`src/rtl/rename_pkg.sv`:
```
// Shared rename-stage constants and tag/pointer types.
package rename_pkg;
    localparam int NUM_PREGS = 64;
    localparam int NUM_ARCH  = 32;
    localparam int TAG_W     = 6;
    localparam int PTR_W     = TAG_W + 1;

    typedef logic [TAG_W-1:0] preg_tag_t;
    typedef logic [PTR_W-1:0] fl_ptr_t;
endpackage

```
`src/rtl/phys_reg_free_list_if.sv`:
```
// Allocation / release / commit port bundle of the physical-register free list.
interface phys_reg_free_list_if;
    import rename_pkg::*;

    logic      alloc_req;
    logic      alloc_valid;
    preg_tag_t alloc_tag;
    logic      free_valid;
    preg_tag_t free_tag;
    logic      retire_valid;
    logic      flush;
    fl_ptr_t   count;
    logic      err_overflow;
    logic      err_underflow;

    modport master (
        output alloc_req, free_valid, free_tag, retire_valid, flush,
        input  alloc_valid, alloc_tag, count, err_overflow, err_underflow
    );

    modport slave (
        input  alloc_req, free_valid, free_tag, retire_valid, flush,
        output alloc_valid, alloc_tag, count, err_overflow, err_underflow
    );
endinterface

```
`src/rtl/phys_reg_free_list_ring_ptr.sv`:
```
// Wrap-bit ring pointer: increments modulo 2^W, load has priority over increment.
// Latency: new value visible the cycle after inc/ld.
// Backpressure: none; caller gates inc.
module ring_ptr #(
    parameter int           W       = 7,
    parameter logic [W-1:0] RST_VAL = '0
) (
    input  logic         clk,
    input  logic         rst_n,
    input  logic         inc,
    input  logic         ld,
    input  logic [W-1:0] ld_val,
    output logic [W-1:0] ptr_q
);
    logic [W-1:0] ptr_d;

    always_comb begin
        ptr_d = ptr_q;
        if (ld)
            ptr_d = ld_val;
        else if (inc)
            ptr_d = ptr_q + W'(1);
    end

    always_ff @(posedge clk or negedge rst_n) begin
        if (!rst_n)
            ptr_q <= RST_VAL;
        else
            ptr_q <= ptr_d;
    end
endmodule

```
`src/rtl/phys_reg_free_list.sv`:
```
// Circular free list of physical-register tags with a committed head for one-cycle flush recovery.
// Latency: alloc_tag/alloc_valid/count are combinational from state; a freed tag is allocatable next cycle.
// Backpressure: alloc_valid low when empty or flushing; pushes into a full list are dropped and flagged.
module phys_reg_free_list
    import rename_pkg::*;
(
    input  logic                clk,
    input  logic                rst_n,
    phys_reg_free_list_if.slave io
);
    preg_tag_t entry_q [NUM_PREGS];
    preg_tag_t entry_d [NUM_PREGS];
    fl_ptr_t   head_q, tail_q, chead_q, chead_tgt, count;
    logic      empty, full, alloc_vld, pop, push, retire_ok;
    logic      err_overflow_q, err_overflow_d;
    logic      err_underflow_q, err_underflow_d;

    assign count     = tail_q - head_q;
    assign empty     = (count == '0);
    assign full      = (count == PTR_W'(NUM_PREGS));
    assign alloc_vld = !empty && !io.flush;
    assign pop       = io.alloc_req && alloc_vld;
    // A pop in the same cycle frees a slot, so a push at full still succeeds.
    assign push      = io.free_valid && (!full || pop);
    assign retire_ok = io.retire_valid && (chead_q != head_q);
    // Flush rewinds to the committed head including any retire in the same cycle.
    assign chead_tgt = retire_ok ? chead_q + PTR_W'(1) : chead_q;

    assign io.alloc_valid   = alloc_vld;
    assign io.alloc_tag     = entry_q[head_q[TAG_W-1:0]];
    assign io.count         = count;
    assign io.err_overflow  = err_overflow_q;
    assign io.err_underflow = err_underflow_q;

    ring_ptr #(.W(PTR_W), .RST_VAL('0)) u_head (
        .clk(clk), .rst_n(rst_n), .inc(pop), .ld(io.flush), .ld_val(chead_tgt), .ptr_q(head_q)
    );

    ring_ptr #(.W(PTR_W), .RST_VAL(PTR_W'(NUM_PREGS - NUM_ARCH))) u_tail (
        .clk(clk), .rst_n(rst_n), .inc(push), .ld(1'b0), .ld_val('0), .ptr_q(tail_q)
    );

    ring_ptr #(.W(PTR_W), .RST_VAL('0)) u_chead (
        .clk(clk), .rst_n(rst_n), .inc(retire_ok), .ld(1'b0), .ld_val('0), .ptr_q(chead_q)
    );

    always_comb begin
        entry_d = entry_q;
        if (push)
            entry_d[tail_q[TAG_W-1:0]] = io.free_tag;
        err_overflow_d  = err_overflow_q  | (io.free_valid && !push);
        err_underflow_d = err_underflow_q | (io.retire_valid && !retire_ok);
    end

    always_ff @(posedge clk or negedge rst_n) begin
        if (!rst_n) begin
            for (int i = 0; i < NUM_PREGS; i++)
                entry_q[i] <= (i < NUM_PREGS - NUM_ARCH) ? TAG_W'(NUM_ARCH + i) : '0;
            err_overflow_q  <= 1'b0;
            err_underflow_q <= 1'b0;
        end else begin
            entry_q         <= entry_d;
            err_overflow_q  <= err_overflow_d;
            err_underflow_q <= err_underflow_d;
        end
    end
endmodule

```
`src/flat_wrapper.sv`:
```
// flat-port wrapper written by rule: the top's interface ports become plain ports
module phys_reg_free_list_flat import rename_pkg::*;
  (clk, rst_n, io_alloc_req, io_free_valid, io_free_tag, io_retire_valid, io_flush, io_alloc_valid, io_alloc_tag, io_count, io_err_overflow, io_err_underflow);
  phys_reg_free_list_if io_i ();
  input  logic clk;
  input  logic rst_n;
  input wire logic [$bits(io_i.alloc_req)-1:0] io_alloc_req;
  input wire logic [$bits(io_i.free_valid)-1:0] io_free_valid;
  input wire logic [$bits(io_i.free_tag)-1:0] io_free_tag;
  input wire logic [$bits(io_i.retire_valid)-1:0] io_retire_valid;
  input wire logic [$bits(io_i.flush)-1:0] io_flush;
  output wire logic [$bits(io_i.alloc_valid)-1:0] io_alloc_valid;
  output wire logic [$bits(io_i.alloc_tag)-1:0] io_alloc_tag;
  output wire logic [$bits(io_i.count)-1:0] io_count;
  output wire logic [$bits(io_i.err_overflow)-1:0] io_err_overflow;
  output wire logic [$bits(io_i.err_underflow)-1:0] io_err_underflow;
  assign io_i.alloc_req = io_alloc_req;
  assign io_i.free_valid = io_free_valid;
  assign io_i.free_tag = io_free_tag;
  assign io_i.retire_valid = io_retire_valid;
  assign io_i.flush = io_flush;
  assign io_alloc_valid = io_i.alloc_valid;
  assign io_alloc_tag = io_i.alloc_tag;
  assign io_count = io_i.count;
  assign io_err_overflow = io_i.err_overflow;
  assign io_err_underflow = io_i.err_underflow;
  phys_reg_free_list u_core (.clk(clk), .rst_n(rst_n), .io(io_i));
endmodule
```
`config.mk`:
```
export PLATFORM = sky130hd
export DESIGN_NAME = phys_reg_free_list_flat
export DESIGN_NICKNAME = d
export VERILOG_FILES = /design/src/rtl/rename_pkg.sv /design/src/rtl/phys_reg_free_list_if.sv /design/src/rtl/phys_reg_free_list_ring_ptr.sv /design/src/rtl/phys_reg_free_list.sv /design/src/flat_wrapper.sv
export SDC_FILE = /design/constraint.sdc
export NUM_CORES = 1
export LEC_CHECK = 0
export BUFFER_PORTS_ARGS = -buffer_cell sky130_fd_sc_hd__buf_2
export CELL_PAD_IN_SITES_DETAIL_PLACEMENT = 2
export CELL_PAD_IN_SITES_GLOBAL_PLACEMENT = 2
export CORE_ASPECT_RATIO = 0.5
export CORE_MARGIN = 4
export CORE_UTILIZATION = 45
export DETAILED_ROUTE_END_ITERATION = 10
export GPL_ROUTABILITY_DRIVEN = 0
export PLACE_DENSITY = 0.85
export SLEW_MARGIN = 20
export SYNTH_ARGS = -nofsm -noshare
export SYNTH_HDL_FRONTEND = slang
export SYNTH_SLANG_ARGS = --single-unit
```
`constraint.sdc`:
```
create_clock -name clk -period 5.4 [get_ports clk]
set_clock_uncertainty 0.15 [all_clocks]
set_input_delay 0 -clock clk [delete_from_list [all_inputs] [get_ports clk]]
set_output_delay 0 -clock clk [all_outputs]
set_load 0.01 [all_outputs]
```
==> results of run 1 <==
cells in the final DEF (no fill, tap or decap), types with 3 or more instances in the layout:
cell and instances:
dfrtp_1 292, mux2_2 184, mux2_4 180, mux4_2 120, dfstp_2 113, and3_1 41, clkbuf_16 39, nand2_1 35
buf_2 26, mux2_1 24, buf_4 23, nand3_4 22, xnor2_1 19, inv_1 12, nand3_1 10, clkbuf_8 10
a21oi_1 9, xor2_1 9, ha_1 9, o21ai_0 7, nand4_1 7, dlygate4sd3_1 7, nor2_1 6, nor3_1 6
clkbuf_1 6, diode_2 5, a31oi_1 4, clkinv_2 4, bufinv_16 4, buf_12 4, nand2b_1 3, nor4_2 3
a211oi_1 3, clkinvlp_4 3
power by group:
| part | switching, W | leakage (nW) | total, W | internal [W] |
|---|---|---|---|---|
| Clock | 0.00132 | 0.645 | 0.00299 | 0.00167 |
| Sequential | 0.000986 | 5.14 | 0.00524 | 0.00425 |
| Combinational | 0.00256 | 4.12 | 0.00497 | 0.00241 |
| Total | 0.00487 | 9.91 | 0.0132 | 0.00834 |
metrics by stage:
stage | cell area (um2) | hold WS (ns) | power [W] | cells | utilization
2_1_floorplan | 20670 | -0.4456 | 0.008112 | 1277 | -
3_3_place_gp | 21080 | -0.07055 | 0.009405 | 1806 | 0.4656
3_5_place_dp | 21090 | -0.05892 | 0.009884 | 1806 | 0.4658
4_1_cts | 22520 | 0.07682 | 0.01318 | 1883 | 0.4972
5_1_grt | 22520 | 0.09678 | 0.01371 | 1883 | 0.4973
6_report | 22530 | 0.08526 | 0.01321 | 1888 | 0.4976
final timing paths:
path	to	slack [ns]	cells after the start
max	u_core.entry_q[307]	0.79	11
min	u_core.io.err_underflow	0.09	3
max reg2reg	u_core.entry_q[307]	0.79	11
min reg2reg	u_core.io.err_underflow	0.32	1
max in group asynchronous	u_core.entry_q[235]	3.69	4
min in group asynchronous	u_core.entry_q[138]	0.50	4
per-layer routing:
metal  track usage  share of wire  vias to the layer above
met5             0        0.00047                        -
met4       0.09166          0.030                        6
met3       0.06672          0.066                      129
met2        0.4724           0.50                      508
met1        0.3653           0.41                     6781
li1              -              -                     4704
cells by family after synthesis:
| kind of cell | share of synthesized area |
|---|---|
| compound gates | 0.01120 |
| xor+xnor | 0.01265 |
| fa+ha+maj | 0.006418 |
| buf+inv | 0.04044 |
| flops | 0.4997 |
| mux | 0.3759 |
| simple gates | 0.05376 |
what timing repair did:
action                                  in CTS  in global routing
endpoints found under the hold margin      115                  0
hold buffers                                 8                  0
endpoints found under the setup margin       0                  0
sequential cells by signal, indices dropped and copies added, names as in the netlist:
name / cells
u_core.entry_q: 384
u_core.u_tail.ptr_q: 7
u_core.io.err_overflow: 1
u_core.u_head.ptr_q: 7
u_core.io.err_underflow: 1
u_core.u_chead.ptr_q: 7
worst min-delay path, cell delays in order:
cell and delay [ns]:
dlygate4sd3_1 0.52, buf_2 0.11, a31o_2 0.13
area by class of cell:
class / count / area (um2) / share of cell area
multi-input cells: 733 / 9565 / 0.4245
well taps: 598 / 748.2 / 0.03321
clock inverters: 14 / 188.9 / 0.008385
diodes: 5 / 12.51 / 0.0005553
repair buffers: 62 / 495.5 / 0.02199
inverters: 14 / 52.55 / 0.002332
clock buffers: 55 / 1136 / 0.05042
flip-flops and latches: 407 / 10330 / 0.4586
synth_stat cells (all sizes together):
cell type and n:
nand4 7, xnor2 19, a31o 1, mux4 120
dfstp 113, o21bai 1, a2111o 1, ha 9
nand3 33, o31ai 1, a21boi 2, xor2 10
nand2 35, clkinv 2, nor2b 1, a32oi 1
nor3b 4, a31oi 4, and3b 2, mux2i 2
nand3b 1, mux2 388, and3 41, dfrtp 294
nor4b 1, inv 12, nand2b 3, a311oi 2
fa 1, o311ai 1, buf 69, nor3 9
o21ai 7, nor4 5, clkbuf 54, nor2 7
and2 1, a211oi 4, a21oi 9
==> run summary, run 1 <==
Outcome: finished clean
Post-CTS sizing: 0
Number of global-route vias before repair: 13690
Placement Setup Slack: 0.9534 ns
Global-route usage over all layers: 0.2822
FMAX: 216.9 MHz
Die ar.: 49630 um2
Area leader, netlist: dfrtp_1
Largest net degree at the start of global routing: 172
Final Cycle Share: 0.8539
Via Count: 12130
Worst slew margin: 0.1858
Reg clk slew, reported paths: 0.07 ns
Crit Path Category: flop to flop
Yosys cell types: 53
Setup bufs post-CTS: 0
Critical Path RT: 5.68 ns
Startpoint Class: flop
Critical path arrival: 4.89 ns
Area contributors post-synth: dfrtp_1 (36%), dfstp_2 (14%), mux2_4 (13%)
Max IR drop VDD: 455.7 uV
Area Growth Syn to Fin: 9.033%
Fin worst setup slack: 0.7887 ns
CTS buffer count: 38
Share of layout cells above drive strength 1: 0.5883
Worst-Margin Slew: 1.217 ns
First-pass GRT wire length: 103.9 mm
Synth top area share: 0.3560
Critical Path End Type: flop
Type of the worst min-delay path: primary input to flop
CTS Sinks: 407
CP max FO: 29
Sequential share of the synthesized area: 0.4997
Die Width: 311.1 um
Number of top-level pins: 28
FF-to-FF Start: u_core.u_tail.ptr_q[0]
DR vias/cell: 6.424
Slowest stage cell, crit path: dfrtp_1
RSZ-0062 raised after global routing: no
CP top delay family: simple AND/OR/NAND/NOR gates
Clock Latency Late Sink: 0.55 ns
Worst min-delay path startpoint: io_retire_valid
Wire length per cell: 37.00 um
Initial Utilization: 0.4564
Initial antenna violation count: 7
DRC viols: 0
CTS root buf: clkbuf_16
Final hold viol count: 0
Leakage: 9.906 nW
Slew Limit Fails: 0
Drt pass-1 iters: 6
Setup TNS: 0 ns
Longest Clk Path Bufs: 3
Synth Warn #: 0
IO buf count: 27
Die Y: 159.5 um
CP startpoint: u_core.u_tail.ptr_q[0]
H-tree levels: 2
Critical Path Max Stage Delay: 0.59 ns
Post-Syn Area per Cell: 16.18 um2
Antenna-violating nets left: 0
Buf+Inv Stages, Crit Path: 2
Synth Net Count: 1299
CTS tree: built
Post-synthesis sequential element count: 407
CP cell instances: inv_1 -> ha_1 -> fa_1 -> nand2b_1 -> a211oi_2 -> nor4_1 -> a311oi_2 -> nand3b_4 -> buf_12 -> and3_1 -> mux2_4
Max Cap Viol: 0
Syn Std Cell Area: 20670 um2
Mapped Cells: 1277
Fin nets: 1278
FILL cells: 3914
Total gr overflow: 0
Tmin final: 4.611 ns
Initial DRC count: 1193
Setup-failing EPs final: 0
Power per Cell Area: 586.0 nW/um2
Drt total wl: 69.86 mm
Core footprint: 45280 um2
Detailed Place HPWL: 39.48 mm
Row cnt: 55
Note: power is estimated with default switching activity, not from simulation.
==> inputs of run 2 (changes only) <==
==> constraint.sdc (replaced) <==
create_clock -name clk -period 5.4 [get_ports clk]
set_clock_uncertainty 0.15 [all_clocks]
set_input_delay 0.54 -clock clk [delete_from_list [all_inputs] [get_ports clk]]
set_output_delay 0.54 -clock clk [all_outputs]
set_load 0.01 [all_outputs]
==> run 2 against run 1 <==
Compared with the run above:
- clock power is essentially flat
- clock-buffer cell count grew 8
- die area is the same
- critical path depth is the same
- combinational power grew 1%
- first-iteration DRC count shrank 1.7%
- power grew 0.12%
- non-clock buffer count shrank 6
- critical path type unchanged
- largest cell class unchanged
==> run summary, run 2 (synthesis results as in run 1) <==
H-tree levels: 2
CTS root buf: clkbuf_16
Worst-Margin Slew: 1.120 ns
Fin nets: 1273
Tmin final: 4.982 ns
Leakage: 9.878 nW
Max Cap Viol: 0
Initial antenna violation count: 11
Area Growth Syn to Fin: 8.603%
CTS buffer count: 39
Longest Clk Path Bufs: 3
DR vias/cell: 6.498
Most frequent cells in the layout: dfrtp_1 (292), mux2_2 (184), mux2_4 (180)
Largest net degree at the start of global routing: 145
CTS tree: built
Die Y: 159.5 um
Worst slew margin: 0.2509
Die Width: 311.1 um
Initial Utilization: 0.4564
Crit Path Category: flop to flop
Max IR drop VDD: 247.2 uV
Setup-failing EPs final: 0
Largest register FFs: 384
Drt pass-1 iters: 5
Power per Cell Area: 589.0 nW/um2
Core footprint: 45280 um2
Number of top-level pins: 28
Global-route usage over all layers: 0.2825
IO buf count: 27
Detailed Place HPWL: 38.34 mm
Final Cycle Share: 0.9227
Critical Path End Type: flop
CTS Sinks: 407
Via Count: 12220
Initial DRC count: 1173
First-pass GRT wire length: 104.1 mm
Most common cell after layout, fill and taps aside: dfrtp_1
Type of the worst min-delay path: primary input to flop
Setup TNS: 0 ns
Top reg by flops: u_core.entry_q
Startpoint Class: flop
Critical path arrival: 5.28 ns
FMAX: 200.7 MHz
Critical Path RT: 5.69 ns
Reg clk slew, reported paths: 0.07 ns
Fin worst setup slack: 0.4177 ns
Drt total wl: 70.27 mm
Die ar.: 49630 um2
Total gr overflow: 0
RSZ-0062 raised after global routing: no
DRC viols: 0
Final hold viol count: 0
Wire length per cell: 37.36 um
Post-CTS sizing: 0
Number of global-route vias before repair: 13590
Placement Setup Slack: 0.6535 ns
Share of layout cells above drive strength 1: 0.5866
Row cnt: 55
Slew Limit Fails: 0
Clock Latency Late Sink: 0.58 ns
Antenna-violating nets left: 0
CP max FO: 47
Outcome: finished clean
[run 2: changes by cell type in the layout (fill, tap and decap cells not counted)]
cell	previous run	this run
buf_16	1	0
buf_4	23	24
bufinv_16	4	3
clkbuf_1	6	13
clkbuf_16	39	40
clkinv_2	4	3
clkinv_8	0	1
clkinvlp_4	3	0
diode_2	5	1
dlygate4sd3_1	7	1
inv_6	2	1
[run 2: final timing paths]
path	from	to	slack (ns)	cells after the start
max	u_core.u_tail.ptr_q[0]	u_core.entry_q[26]	0.42	11
min	io_retire_valid	u_core.io.err_underflow	0.09	2
max reg2reg	u_core.u_tail.ptr_q[0]	u_core.entry_q[26]	0.42	11
min reg2reg	u_core.io.err_underflow	u_core.io.err_underflow	0.32	1
max in group asynchronous	rst_n	u_core.entry_q[224]	3.25	3
min in group asynchronous	rst_n	u_core.entry_q[179]	0.46	2
[run 2: worst max-delay path, stage by stage (launching register included)]
cell and delay (ns):
dfrtp_1 0.62, inv_1 0.23, ha_1 0.29, fa_1 0.41, nand2b_1 0.20, a211oi_2 0.29
nor4_1 0.11, a311oi_2 0.68, nand3b_4 0.54, buf_12 0.41, nand3_1 0.46, mux2_2 0.44
[run 2: metal layers]
layer / up-vias / part of all wire / GRT usage
met1: 6805 / 0.41 / 0.3693
met3: 192 / 0.063 / 0.05553
met2: 532 / 0.49 / 0.4715
met4: 16 / 0.037 / 0.1041
li1: 4678 / - / -
met5: - / 0.0014 / 0
[run 2: layout make-up]
type	count	area, um2
tap	598	748.2
multi-input combinational	733	9565
fill	3941	22840
antenna	1	2.502
clock inverter	9	138.9
inverter	14	52.55
sequential	407	10330
timing repair buffer	56	415.4
clock buffer	63	1187
[run 2: repair_timing]
| action | in CTS | in global routing |
|---|---|---|
| setup buffers | 0 | 0 |
| hold endpoints to repair | 73 | 0 |
| hold buffers | 1 | 0 |
[run 2: metrics by stage]
step           hold slack, ns  utilization  cells  cell area (um2)  total power, W
2_1_floorplan         0.09441            -   1277            20670        0.008112
3_3_place_gp           0.3055       0.4657   1807            21090        0.009394
3_5_place_dp           0.3059       0.4658   1807            21090        0.009870
4_1_cts               0.07184       0.4954   1880            22430         0.01317
5_1_grt               0.09235       0.4956   1880            22440         0.01368
6_report              0.08866       0.4957   1881            22440         0.01322
[run 2: power by group]
group	internal, W	switching (W)
clock	0.00166	0.00132
combinational	0.00241	0.00263
sequential	0.00426	0.000948
total	0.00833	0.00490
